==> config.mk <==
export PLATFORM = sky130hd
export DESIGN_NAME = sr_flag_ctrl_flat
export DESIGN_NICKNAME = d
export VERILOG_FILES = /design/src/rtl/sr_flag_ctrl_if.sv /design/src/rtl/sr_flag_ctrl.sv /design/src/flat_wrapper.sv
export SDC_FILE = /design/constraint.sdc
export NUM_CORES = 1
export LEC_CHECK = 0
export ABC_AREA = 1
export CAP_MARGIN = 20
export CORE_ASPECT_RATIO = 2
export CORE_UTILIZATION = 40
export CTS_CLUSTER_SIZE = 40
export DETAILED_ROUTE_END_ITERATION = 7
export PLACE_DENSITY = 0.7
export SYNTH_ARGS = -nofsm -noshare
export SYNTH_HDL_FRONTEND = slang
export SYNTH_SLANG_ARGS = --single-unit
==> constraint.sdc <==
create_clock -name clk -period 3.4 [get_ports clk]
set_input_delay 0.34 -clock clk [delete_from_list [all_inputs] [get_ports clk]]
set_output_delay 0.34 -clock clk [all_outputs]
set_load 0.02 [all_outputs]
==> src/rtl/sr_flag_ctrl_if.sv <==
// Bundle between the SR-flag sequencer, its two requesters and the flop bank.
// The slave side is the controller; the master side is requesters plus bank.
interface sr_flag_ctrl_if #(
  parameter int NFLAG = 8,
  parameter int IDX_W = 3
);
  logic             req_a;
  logic             op_a;
  logic [IDX_W-1:0] idx_a;
  logic             ack_a;
  logic             req_b;
  logic             op_b;
  logic [IDX_W-1:0] idx_b;
  logic             ack_b;
  logic             err;
  logic [NFLAG-1:0] s_vec;
  logic [NFLAG-1:0] r_vec;
  logic [NFLAG-1:0] flag_q;
  logic             busy;
  logic [7:0]       err_cnt;

  modport slave (
    input  req_a, op_a, idx_a, req_b, op_b, idx_b, flag_q,
    output ack_a, ack_b, err, s_vec, r_vec, busy, err_cnt
  );

  modport master (
    output req_a, op_a, idx_a, req_b, op_b, idx_b, flag_q,
    input  ack_a, ack_b, err, s_vec, r_vec, busy, err_cnt
  );
endinterface

==> src/rtl/sr_flag_ctrl.sv <==
// Round-robin sequencer for a bank of external SR flops. Each granted request
// produces one registered set or clear pulse (never both), then the bank's q
// is read back one cycle later to ack the requester with success/mismatch.
module sr_flag_ctrl #(
  parameter int NFLAG = 8,
  parameter int IDX_W = 3
) (
  input  logic          clk,
  input  logic          rst,
  sr_flag_ctrl_if.slave bus
);

  localparam logic [1:0] IDLE  = 2'd0;
  localparam logic [1:0] ISSUE = 2'd1;
  localparam logic [1:0] CHECK = 2'd2;

  logic [1:0]       state_q, state_d;
  logic             gnt_q, gnt_d;     // 1 = B owns the current operation
  logic             last_q, last_d;   // 1 = B was granted last
  logic             op_q, op_d;
  logic             rok_q, rok_d;
  logic [IDX_W-1:0] idx_q, idx_d;
  logic [NFLAG-1:0] s_q, s_d;
  logic [NFLAG-1:0] r_q, r_d;
  logic [7:0]       cnt_q, cnt_d;

  logic             sel_b;
  logic             sel_op;
  logic [IDX_W-1:0] sel_idx;
  logic             sel_rok;
  logic [NFLAG-1:0] sel_hot;
  logic             rb_bit;
  logic             err_w;

  // Grant selection: B wins only if A is idle or A was served last.
  always_comb begin
    sel_b   = bus.req_b & (~bus.req_a | ~last_q);
    sel_op  = sel_b ? bus.op_b  : bus.op_a;
    sel_idx = sel_b ? bus.idx_b : bus.idx_a;
    sel_rok = 32'(sel_idx) < NFLAG;
    sel_hot = sel_rok ? (NFLAG'(1) << sel_idx) : '0;
  end

  // Readback compare; the shifted mask is zero for out-of-range indices.
  always_comb begin
    rb_bit = |(bus.flag_q & (NFLAG'(1) << idx_q));
    err_w  = (state_q == CHECK) & (~rok_q | (rb_bit != op_q));
  end

  // Next-state: pulses default to zero so they live for exactly the ISSUE cycle.
  always_comb begin
    state_d = state_q;
    gnt_d   = gnt_q;
    last_d  = last_q;
    op_d    = op_q;
    rok_d   = rok_q;
    idx_d   = idx_q;
    cnt_d   = cnt_q;
    s_d     = '0;
    r_d     = '0;
    case (state_q)
      IDLE: begin
        if (bus.req_a | bus.req_b) begin
          gnt_d   = sel_b;
          last_d  = sel_b;
          op_d    = sel_op;
          idx_d   = sel_idx;
          rok_d   = sel_rok;
          s_d     = sel_op ? sel_hot : '0;
          r_d     = sel_op ? '0 : sel_hot;
          state_d = ISSUE;
        end
      end
      ISSUE: state_d = CHECK;
      CHECK: begin
        if (err_w && cnt_q != 8'hFF) cnt_d = cnt_q + 8'd1;
        state_d = IDLE;
      end
      default: state_d = IDLE;
    endcase
  end

  // State registers; reset kills any in-flight pulse without waiting for clk.
  always_ff @(posedge clk or posedge rst) begin
    if (rst) begin
      state_q <= IDLE;
      gnt_q   <= 1'b0;
      last_q  <= 1'b1;
      op_q    <= 1'b0;
      rok_q   <= 1'b0;
      idx_q   <= '0;
      s_q     <= '0;
      r_q     <= '0;
      cnt_q   <= 8'd0;
    end else begin
      state_q <= state_d;
      gnt_q   <= gnt_d;
      last_q  <= last_d;
      op_q    <= op_d;
      rok_q   <= rok_d;
      idx_q   <= idx_d;
      s_q     <= s_d;
      r_q     <= r_d;
      cnt_q   <= cnt_d;
    end
  end

  assign bus.s_vec   = s_q;
  assign bus.r_vec   = r_q;
  assign bus.ack_a   = (state_q == CHECK) & ~gnt_q;
  assign bus.ack_b   = (state_q == CHECK) &  gnt_q;
  assign bus.err     = err_w;
  assign bus.busy    = state_q != IDLE;
  assign bus.err_cnt = cnt_q;

endmodule

==> src/flat_wrapper.sv <==
// flat-port wrapper written by rule: the top's interface ports become plain ports
module sr_flag_ctrl_flat 
#(
  parameter int NFLAG = 8,
  parameter int IDX_W = 3
)
  (clk, rst, bus_req_a, bus_op_a, bus_idx_a, bus_req_b, bus_op_b, bus_idx_b, bus_flag_q, bus_ack_a, bus_ack_b, bus_err, bus_s_vec, bus_r_vec, bus_busy, bus_err_cnt);
  sr_flag_ctrl_if #(.NFLAG(NFLAG), .IDX_W(IDX_W)) bus_i ();
  input  logic clk;
  input  logic rst;
  input wire logic [$bits(bus_i.req_a)-1:0] bus_req_a;
  input wire logic [$bits(bus_i.op_a)-1:0] bus_op_a;
  input wire logic [$bits(bus_i.idx_a)-1:0] bus_idx_a;
  input wire logic [$bits(bus_i.req_b)-1:0] bus_req_b;
  input wire logic [$bits(bus_i.op_b)-1:0] bus_op_b;
  input wire logic [$bits(bus_i.idx_b)-1:0] bus_idx_b;
  input wire logic [$bits(bus_i.flag_q)-1:0] bus_flag_q;
  output wire logic [$bits(bus_i.ack_a)-1:0] bus_ack_a;
  output wire logic [$bits(bus_i.ack_b)-1:0] bus_ack_b;
  output wire logic [$bits(bus_i.err)-1:0] bus_err;
  output wire logic [$bits(bus_i.s_vec)-1:0] bus_s_vec;
  output wire logic [$bits(bus_i.r_vec)-1:0] bus_r_vec;
  output wire logic [$bits(bus_i.busy)-1:0] bus_busy;
  output wire logic [$bits(bus_i.err_cnt)-1:0] bus_err_cnt;
  assign bus_i.req_a = bus_req_a;
  assign bus_i.op_a = bus_op_a;
  assign bus_i.idx_a = bus_idx_a;
  assign bus_i.req_b = bus_req_b;
  assign bus_i.op_b = bus_op_b;
  assign bus_i.idx_b = bus_idx_b;
  assign bus_i.flag_q = bus_flag_q;
  assign bus_ack_a = bus_i.ack_a;
  assign bus_ack_b = bus_i.ack_b;
  assign bus_err = bus_i.err;
  assign bus_s_vec = bus_i.s_vec;
  assign bus_r_vec = bus_i.r_vec;
  assign bus_busy = bus_i.busy;
  assign bus_err_cnt = bus_i.err_cnt;
  sr_flag_ctrl #(.NFLAG(NFLAG), .IDX_W(IDX_W)) u_core (.clk(clk), .rst(rst), .bus(bus_i));
endmodule
==> impl_metrics.env, run 1 <==
export IMPL_synth_cells=176
export IMPL_setup_viol=0
export IMPL_final_antenna_net_count=0
export IMPL_reg2regPathDepth=5
export IMPL_design_area_um2=2160
export IMPL_r2r_start="u_core.last_q"
export IMPL_cap_violations=0
export IMPL_finalHoldViolCount=0
export IMPL_dr_pass1_iters=4
export IMPL_syn_area_per_cell_um2=8.77
export IMPL_clock_skew_ps=4.80
export IMPL_cts_resized=0
export IMPL_critPathMaxFanout=11
export IMPL_grt_usage_pct=18.1
export IMPL_grt_max_degree=19
export IMPL_max_freq_mhz=399
export IMPL_core_um2=3650
export IMPL_routed_wirelength_mm=3.14
export IMPL_r2r_end="u_core.op_q"
export IMPL_hold_buffers=0
export IMPL_start_util_pct=42.3
export IMPL_post_dp_hpwl_mm=2.46
export IMPL_regArea_um2=827
export IMPL_grt_pass1_vias=1266
export IMPL_num_antenna_cells=0
export IMPL_cts_buffers_inserted=5
export IMPL_period_needed_ps=2510
export IMPL_wl_per_cell_um=11.2
export IMPL_htree_num_levels=2
export IMPL_cts_tree="built"
export IMPL_multi_input_comb_area_um2=606
export IMPL_synth_seq_cells=33
export IMPL_post_route_period_util_pct=73.7
export IMPL_syn_to_final_growth_pct=39.9
export IMPL_via_count=1309
export IMPL_start_kind="flip-flop"
export IMPL_final_setup_tns_ps=0
export IMPL_clk_latency_ps=280
export IMPL_synth_nets=197
export IMPL_ys_warn_count=0
export IMPL_worstSetupPathType="flip-flop to primary output"
export IMPL_grt_pass1_wl_mm=5.48
export IMPL_hold_class="input port to asynchronous set/reset pin"
export IMPL_cts_sinks=33
export IMPL_ys_seq_area_share_pct=53.6
export IMPL_vias_per_cell=4.69
export IMPL_peakVddDrop_mv=0.345
export IMPL_tightest_slew_ps=771
export IMPL_cp_required_ps=3060
export IMPL_die_area_um2=4130
export IMPL_synth_distinct_cells=23
export IMPL_netlist_area_um2=1540
export IMPL_drive_above_1_share_pct=11.3
export IMPL_antenna_found_initial=0
export IMPL_finalWeightedCongestion=0.733
export IMPL_ff2ff_setup_slack_ps=1830
export IMPL_final_max_slew_violation_count=0
export IMPL_setup_worst_path_start="u_core.state_q[0]"
export IMPL_rsz0062_at_grt="no"
export IMPL_row_count=31
export IMPL_portBuffers=47
export IMPL_p_leak_nw=1.04
export IMPL_cts_root_buf="clkbuf_8"
export IMPL_io_pins=48
export IMPL_p_total_mw=1.40
export IMPL_nets=250
export IMPL_cts_setup_buffers=0
export IMPL_cts_buffer_depth=2
export IMPL_clk_pin_slew_worst_paths_ps=70
export IMPL_grt_overflow=0
export IMPL_drcViolationCount=0
export IMPL_end_kind="primary output"
export IMPL_arrival_ps=2170
export IMPL_die_w_um=45.9
export IMPL_status="finished, final reports clean"
export IMPL_drt_iter0_drc=27
export IMPL_placed_cell_area_um2=2070
export IMPL_relSlewSlack_pct=48.4
export IMPL_die_h_um=89.9
export IMPL_fill_cells=366
export IMPL_powerDensity_nw_per_um2=650
[worst max-delay path: stages, from the launching register on]
cell and delay (ps):
dfrtp_1 400, nor2_1 610, inv_1 130, nor2_1 140
clkdlybuf4s50_1 610
[layer usage]
metal	wire length (um)	GRT usage (%)	up-vias	share of wire, %
met3	89	3.01	8	2.8
met4	78	8.09	0	2.5
li1	-	-	655	-
met1	1170	19.9	613	37
met5	0	0	-	0
met2	1800	31.5	33	57
[state kept, by name (all words and copies together) (netlist names)]
name / flops
u_core.last_q: 1
u_core.idx_q: 3
u_core.gnt_q: 1
u_core.bus.r_vec: 8
u_core.bus.s_vec: 8
u_core.bus.err_cnt: 8
u_core.rok_q: 1
u_core.op_q: 1
u_core.state_q: 2
[layout make-up]
cell class                      instances  area share [%]
Timing Repair Buffer                   48            22.1
Clock buffer                            5            3.19
Tap cell                               49            2.84
Sequential cell                        33            38.3
Clock inverter                          3           0.811
Multi-Input combinational cell        114            28.0
Inverter                               27            4.69
[cells by family after synthesis]
| logic type | synth area share [%] |
|---|---|
| xor gates and xnor gates | 3.40 |
| AOI/OAI and AO/OA | 3.65 |
| and+or+nand+nor | 30.7 |
| buffers and inverters | 7.21 |
| adders and majority gates | 0.810 |
| muxes | 0.648 |
| DFF | 53.6 |
[stage by stage]
stage	setup WS [ps]	std cells	util [%]	hold slack, ps
final	894	279	59.2	431
after detailed placement	999	271	56.9	457
after CTS	890	279	59.2	456
after global routing	716	279	59.2	478
after floorplan	1910	176	-	441
after global placement	1030	271	56.9	452
[how the worst max path moves through the flow]
stage                 to  slack [ps]
6_report       bus_ack_a         890
4_1_cts        bus_ack_b         890
3_5_place_dp     bus_err        1000
5_1_grt        bus_ack_a         720
2_1_floorplan  bus_ack_a        1910
3_3_place_gp     bus_err        1030
[layout by cell type, fill, tap and decap left out, types with 2 or more instances in the layout]
cell type	netlist	routed
clkdlybuf4s50_1	0	47
xor2_1	3	3
or2_1	2	2
nand3_2	4	4
nand2_2	3	3
inv_1	25	25
nand2_1	39	39
or2_0	2	2
nand4_1	8	8
dfrtp_1	32	32
xnor2_1	3	3
o21ai_0	5	5
nand3_1	12	12
clkbuf_8	0	5
nor2_1	23	23
clkinv_2	0	2
nand3_4	2	2
o21ai_2	3	3
inv_2	2	2
[synthesized netlist by cell type, drive strengths merged]
cell   number  area [um^2]
inv        27          101
buf         2         10.0
dfstp       1         26.3
o21ai       9         56.3
nand2      42          165
nand4       8         50.1
dfrtp      32          801
mux2i       1         10.0
xnor2       3         26.3
nor2       24         92.6
or2         5         31.3
ha          1         12.5
nand3      18          135
xor2        3         26.3
[where the power goes]
group	internal [mW]	switching, mW	total (mW)
clock network	0.141	0.147	0.288
registers	0.473	0.0677	0.541
logic	0.224	0.351	0.576
total	0.838	0.566	1.40
Power figures use the tool's default switching activity.
==> run 2: changes to the inputs <==
==> constraint.sdc (replaced) <==
create_clock -name clk -period 2.56 [get_ports clk]
set_input_delay 0.256 -clock clk [delete_from_list [all_inputs] [get_ports clk]]
set_output_delay 0.256 -clock clk [all_outputs]
set_load 0.02 [all_outputs]
==> run 2 against run 1 <==
Compared with the run above: wire length down 0.93%; design area up 1.7%; critical path depth up 6; clock skew up 3.5 ps; sequential share of layout area down 0.65 points; setup slack worse by 590 ps; via count up 0.15%; utilization up 1.0 points; largest power group unchanged.
==> impl_metrics.env, run 2 (synthesized netlist as in run 1, its figures left out) <==
export IMPL_whs_ps=368
export IMPL_pwr_share_clk_pct=25.2
export IMPL_rsz0062_at_grt="no"
export IMPL_cp_required_ps=2300
export IMPL_grt_usage_pct=17.8
export IMPL_cts_sinks=33
export IMPL_max_freq_mhz=444
export IMPL_final_max_slew_violation_count=0
export IMPL_mostFrequentLayoutCell="clkdlybuf4s50_1"
export IMPL_final_antenna_net_count=0
export IMPL_fin_ws_ps=307
export IMPL_drive_above_1_share_pct=11.3
export IMPL_wl_per_cell_um=11.1
export IMPL_clk_pin_slew_worst_paths_ps=70
export IMPL_p_leak_nw=1.06
export IMPL_cts_tree="built"
export IMPL_start_util_pct=42.3
export IMPL_p_switching_mw=0.737
export IMPL_row_count=31
export IMPL_pwr_share_comb_pct=38.7
export IMPL_r2r_start="u_core.bus.err_cnt[0]"
export IMPL_p_sw_share_pct=37.1
export IMPL_die_w_um=45.9
export IMPL_vias_per_cell=4.68
export IMPL_setup_viol=0
export IMPL_finalHoldViolCount=0
export IMPL_post_route_period_util_pct=88.0
export IMPL_cts_resized=0
export IMPL_ff2ff_setup_slack_ps=970
export IMPL_routed_wirelength_mm=3.11
export IMPL_clock_skew_ps=8.27
export IMPL_arrival_ps=2000
export IMPL_period_needed_ps=2250
export IMPL_core_um2=3650
export IMPL_worstSetupPathType="flip-flop to primary output"
export IMPL_clk_latency_ps=280
export IMPL_antenna_found_initial=0
export IMPL_critPathMaxFanout=10
export IMPL_cts_setup_buffers=0
export IMPL_p_int_mw=1.25
export IMPL_die_h_um=89.9
export IMPL_die_area_um2=4130
export IMPL_pwr_share_seq_pct=36.1
export IMPL_grt_pass1_wl_mm=5.44
export IMPL_layout_common_cells="clkdlybuf4s50_1, nand2_1, dfrtp_1, inv_1, nor2_1"
export IMPL_relSlewSlack_pct=66.2
export IMPL_tightest_slew_ps=506
export IMPL_cts_buffers_inserted=5
export IMPL_hold_buffers=0
export IMPL_pre_cts_slack_ps=354
export IMPL_post_dp_hpwl_mm=2.34
export IMPL_nets=251
export IMPL_finalWeightedCongestion=0.726
export IMPL_portBuffers=47
export IMPL_cts_root_buf="clkbuf_8"
export IMPL_drt_iter0_drc=26
export IMPL_num_antenna_cells=0
export IMPL_end_kind="primary output"
export IMPL_drcViolationCount=0
export IMPL_grt_max_degree=34
export IMPL_peakVddDrop_mv=0.764
export IMPL_io_pins=48
export IMPL_powerDensity_nw_per_um2=905
export IMPL_cts_buffer_depth=2
export IMPL_cap_violations=0
export IMPL_via_count=1311
export IMPL_syn_to_final_growth_pct=42.3
export IMPL_grt_pass1_vias=1243
export IMPL_reg2regPathDepth=7
export IMPL_r2r_end="u_core.bus.err_cnt[6]"
export IMPL_grt_overflow=0
export IMPL_status="finished, final reports clean"
export IMPL_dr_pass1_iters=4
export IMPL_htree_num_levels=2
export IMPL_final_setup_tns_ps=0
export IMPL_start_kind="flip-flop"
export IMPL_hold_class="input port to asynchronous set/reset pin"
==> run 2: cell count changes in the layout (fill, tap and decap cells not counted), sizes merged <==
| cell | change |
|---|---|
| bufinv | +1 |
| buf | +1 |
| clkinvlp | -1 |
| clkbuf | +2 |
| clkinv | -2 |
==> run 2: cell type report <==
| cell class | count | area (um^2) |
|---|---|---|
| clock buffers | 7 | 86.3 |
| clock inverters | 1 | 30.0 |
| fillers | 361 | 1450 |
| inverters | 27 | 101 |
| multi-input cells | 114 | 606 |
| flip-flops and latches | 33 | 827 |
| well taps | 49 | 61.3 |
| repair buffers | 49 | 485 |
==> run 2: per-stage QoR <==
stage	power [mW]	area, um^2	utilization (%)	std cells
final	1.99	2200	60.3	280
after global routing	2.14	2200	60.3	280
after CTS	2.01	2200	60.3	280
after detailed placement	1.50	2080	57.1	272
after global placement	1.49	2080	57.1	272
after floorplan	1.24	1540	-	176
==> run 2: power groups by stage <==
stage                     Combinational (mW)  Sequential (mW)  Clock, mW
after global routing                   0.868            0.736      0.532
after floorplan                        0.485            0.755          0
final                                  0.769            0.718      0.502
after CTS                              0.774            0.719      0.513
after global placement                 0.762            0.728          0
after detailed placement               0.773            0.728          0
==> run 2: worst max-delay path, stage by stage, from the launching register on <==
cell             delay, ps
dfrtp_1                440
inv_2                  100
nand2_1                 50
nand3_1                 70
nand3_2                100
nand2_2                 80
nand2_2                 60
nand3_4                120
nand2_1                 70
inv_1                   60
clkdlybuf4s50_1        590
==> run 2: metal layers <==
layer  vias to the layer above  routed length, um  part of all wire (%)  track usage (%)
li1                        656                  -                     -                -
met2                        38               1710                    55             29.6
met1                       611               1230                    40             21.0
met3                         6                107                   3.4             3.01
met4                         0                 62                   2.0             8.09
met5                         -                  0                     0                0
==> run 2: how the worst max path moves through the flow <==
stage                                startpoint               endpoint
after floorplan           u_core.bus.err_cnt[0]  u_core.bus.err_cnt[3]
after global placement            bus_flag_q[6]                bus_err
after detailed placement          bus_flag_q[7]                bus_err
after CTS                       u_core.idx_q[2]                bus_err
after global routing            u_core.idx_q[2]                bus_err
final                           u_core.idx_q[2]                bus_err
==> run 3: changes to the inputs <==
--- a/config.mk
+++ b/config.mk
@@ -11,7 +11,7 @@
 export CORE_UTILIZATION = 40
 export CTS_CLUSTER_SIZE = 40
 export DETAILED_ROUTE_END_ITERATION = 7
-export PLACE_DENSITY = 0.7
+export PLACE_DENSITY = 0.73
 export SYNTH_ARGS = -nofsm -noshare
 export SYNTH_HDL_FRONTEND = slang
 export SYNTH_SLANG_ARGS = --single-unit
==> constraint.sdc (replaced) <==
create_clock -name clk -period 1.97 [get_ports clk]
set_input_delay 0.197 -clock clk [delete_from_list [all_inputs] [get_ports clk]]
set_output_delay 0.197 -clock clk [all_outputs]
set_load 0.02 [all_outputs]
==> run 3 against run 2 <==
Compared with the run above: register-to-register slack got worse by 600 ps; combinational power increased by 38%; non-clock buffer count up 3; setup slack lost 170 ps; clock skew down 2.1 ps; clock power up 48%; first-iteration DRC count down 69%; critical path depth is the same.
==> impl_metrics.env, run 3 (synthesized netlist as in run 1, its figures left out) <==
export IMPL_io_pins=48
export IMPL_syn_to_final_growth_pct=45.2
export IMPL_drcViolationCount=0
export IMPL_end_kind="primary output"
export IMPL_hold_class="input port to asynchronous set/reset pin"
export IMPL_drt_iter0_drc=8
export IMPL_dp_cells=275
export IMPL_setup_viol=0
export IMPL_finalWeightedCongestion=0.744
export IMPL_cp_depth=10
export IMPL_via_count=1345
export IMPL_tightest_slew_ps=396
export IMPL_final_max_slew_violation_count=0
export IMPL_crit_chain="inv_2 > nand2_1 > nand3_1 > nand3_2 > nand2_2 > nand2_2 > nand3_4 > nand2_1 > inv_1 > clkdlybuf4s15_1"
export IMPL_grt_pass1_wl_mm=5.48
export IMPL_htree_num_levels=2
export IMPL_die_h_um=89.9
export IMPL_cts_resized=1
export IMPL_mostFrequentLayoutCell="clkdlybuf4s50_1"
export IMPL_placed_cell_area_um2=2100
export IMPL_worstSetupPathType="flip-flop to primary output"
export IMPL_core_um2=3650
export IMPL_design_area_um2=2240
export IMPL_crit_family="simple AND/OR/NAND/NOR gates"
export IMPL_cts_setup_buffers=0
export IMPL_row_count=31
export IMPL_layout_common_cells="clkdlybuf4s50_1, nand2_1, dfrtp_1, inv_1, nor2_1"
export IMPL_peakVddDrop_mv=0.611
export IMPL_die_w_um=45.9
export IMPL_cts_buffer_depth=2
export IMPL_die_area_um2=4130
export IMPL_post_route_period_util_pct=93.2
export IMPL_critical_path_slowest_cell="dfrtp_1"
export IMPL_clk_latency_ps=280
export IMPL_clock_skew_ps=6.17
export IMPL_antenna_found_initial=0
export IMPL_reg2regPathDepth=5
export IMPL_grt_overflow=0
export IMPL_cts_tree="built"
export IMPL_finalNonFillerCells=283
export IMPL_post_dp_hpwl_mm=2.45
export IMPL_rsz0062_at_grt="no"
export IMPL_cts_root_buf="clkbuf_8"
export IMPL_hold_buffers=0
export IMPL_start_kind="flip-flop"
export IMPL_critPathMaxFanout=6
export IMPL_status="finished, final reports clean"
export IMPL_p_total_mw=2.74
export IMPL_start_util_pct=42.3
export IMPL_powerDensity_nw_per_um2=1220
export IMPL_path_buf_inv=3
export IMPL_cts_buffers_inserted=5
export IMPL_grt_usage_pct=18.2
export IMPL_crit_path_max_incr_delay_ps=440
export IMPL_wl_per_cell_um=11.0
export IMPL_cts_sinks=33
export IMPL_postLayoutCoreUtil_pct=61.5
export IMPL_routed_wirelength_mm=3.11
export IMPL_drive_above_1_share_pct=12.8
export IMPL_num_antenna_cells=0
export IMPL_p_leak_nw=1.12
export IMPL_clk_pin_slew_worst_paths_ps=70
export IMPL_nets=254
export IMPL_grt_pass1_vias=1281
export IMPL_grt_max_degree=34
export IMPL_final_antenna_net_count=0
export IMPL_arrival_ps=1640
export IMPL_cp_required_ps=1770
export IMPL_finalHoldViolCount=0
export IMPL_max_freq_mhz=544
export IMPL_relSlewSlack_pct=73.6
export IMPL_cap_violations=0
export IMPL_period_needed_ps=1840
export IMPL_vias_per_cell=4.75
export IMPL_portBuffers=47
export IMPL_dr_pass1_iters=4
run 3: final cells by class:
type	instances	area (um^2)
fill	340	1400
clock inverter	3	65.1
inverter	27	101
multi-input combinational	114	606
sequential	33	827
timing repair buffer	52	513
clock buffer	5	68.8
tap	49	61.3
run 3: metrics by stage:
| stage | setup TNS, ps | hold slack, ps | setup WS [ps] |
|---|---|---|---|
| global placement | -19.4 | 449 | -19.4 |
| floorplan | 0 | 325 | 494 |
| CTS | 0 | 304 | 79.9 |
| detailed placement | -25.7 | 455 | -25.7 |
| global route | 0 | 332 | 7.22 |
| finish | 0 | 288 | 133 |
run 3: worst min-delay path, cell delays in order:
cell,delay [ps]
clkdlybuf4s50_1,390
inv_1,50
buf_4,350
run 3: final timing paths:
kind / from / to / slack [ps]
max in group asynchronous: rst / u_core.last_q / 1350
worst min-delay path: rst / u_core.bus.err_cnt[7] / 290
worst max register to register: u_core.last_q / u_core.op_q / 370
min in group clk: u_core.last_q / u_core.last_q / 460
worst max-delay path: u_core.idx_q[2] / bus_err / 130
worst min register to register: u_core.last_q / u_core.last_q / 460
run 3: routing by layer:
layer  part of all wire (%)  up-vias  global-route usage, %
li1                       -      666                      -
met1                     36      637                   18.7
met2                     58       35                   31.6
met3                    3.2        7                   3.82
met4                    2.7        0                   9.56
met5                      0        -                      0
run 3: report_power, final:
| part | switching (mW) | internal [mW] |
|---|---|---|
| Combinational | 0.616 | 0.441 |
| Clock | 0.243 | 0.502 |
| Sequential | 0.116 | 0.817 |
| Total | 0.975 | 1.76 |
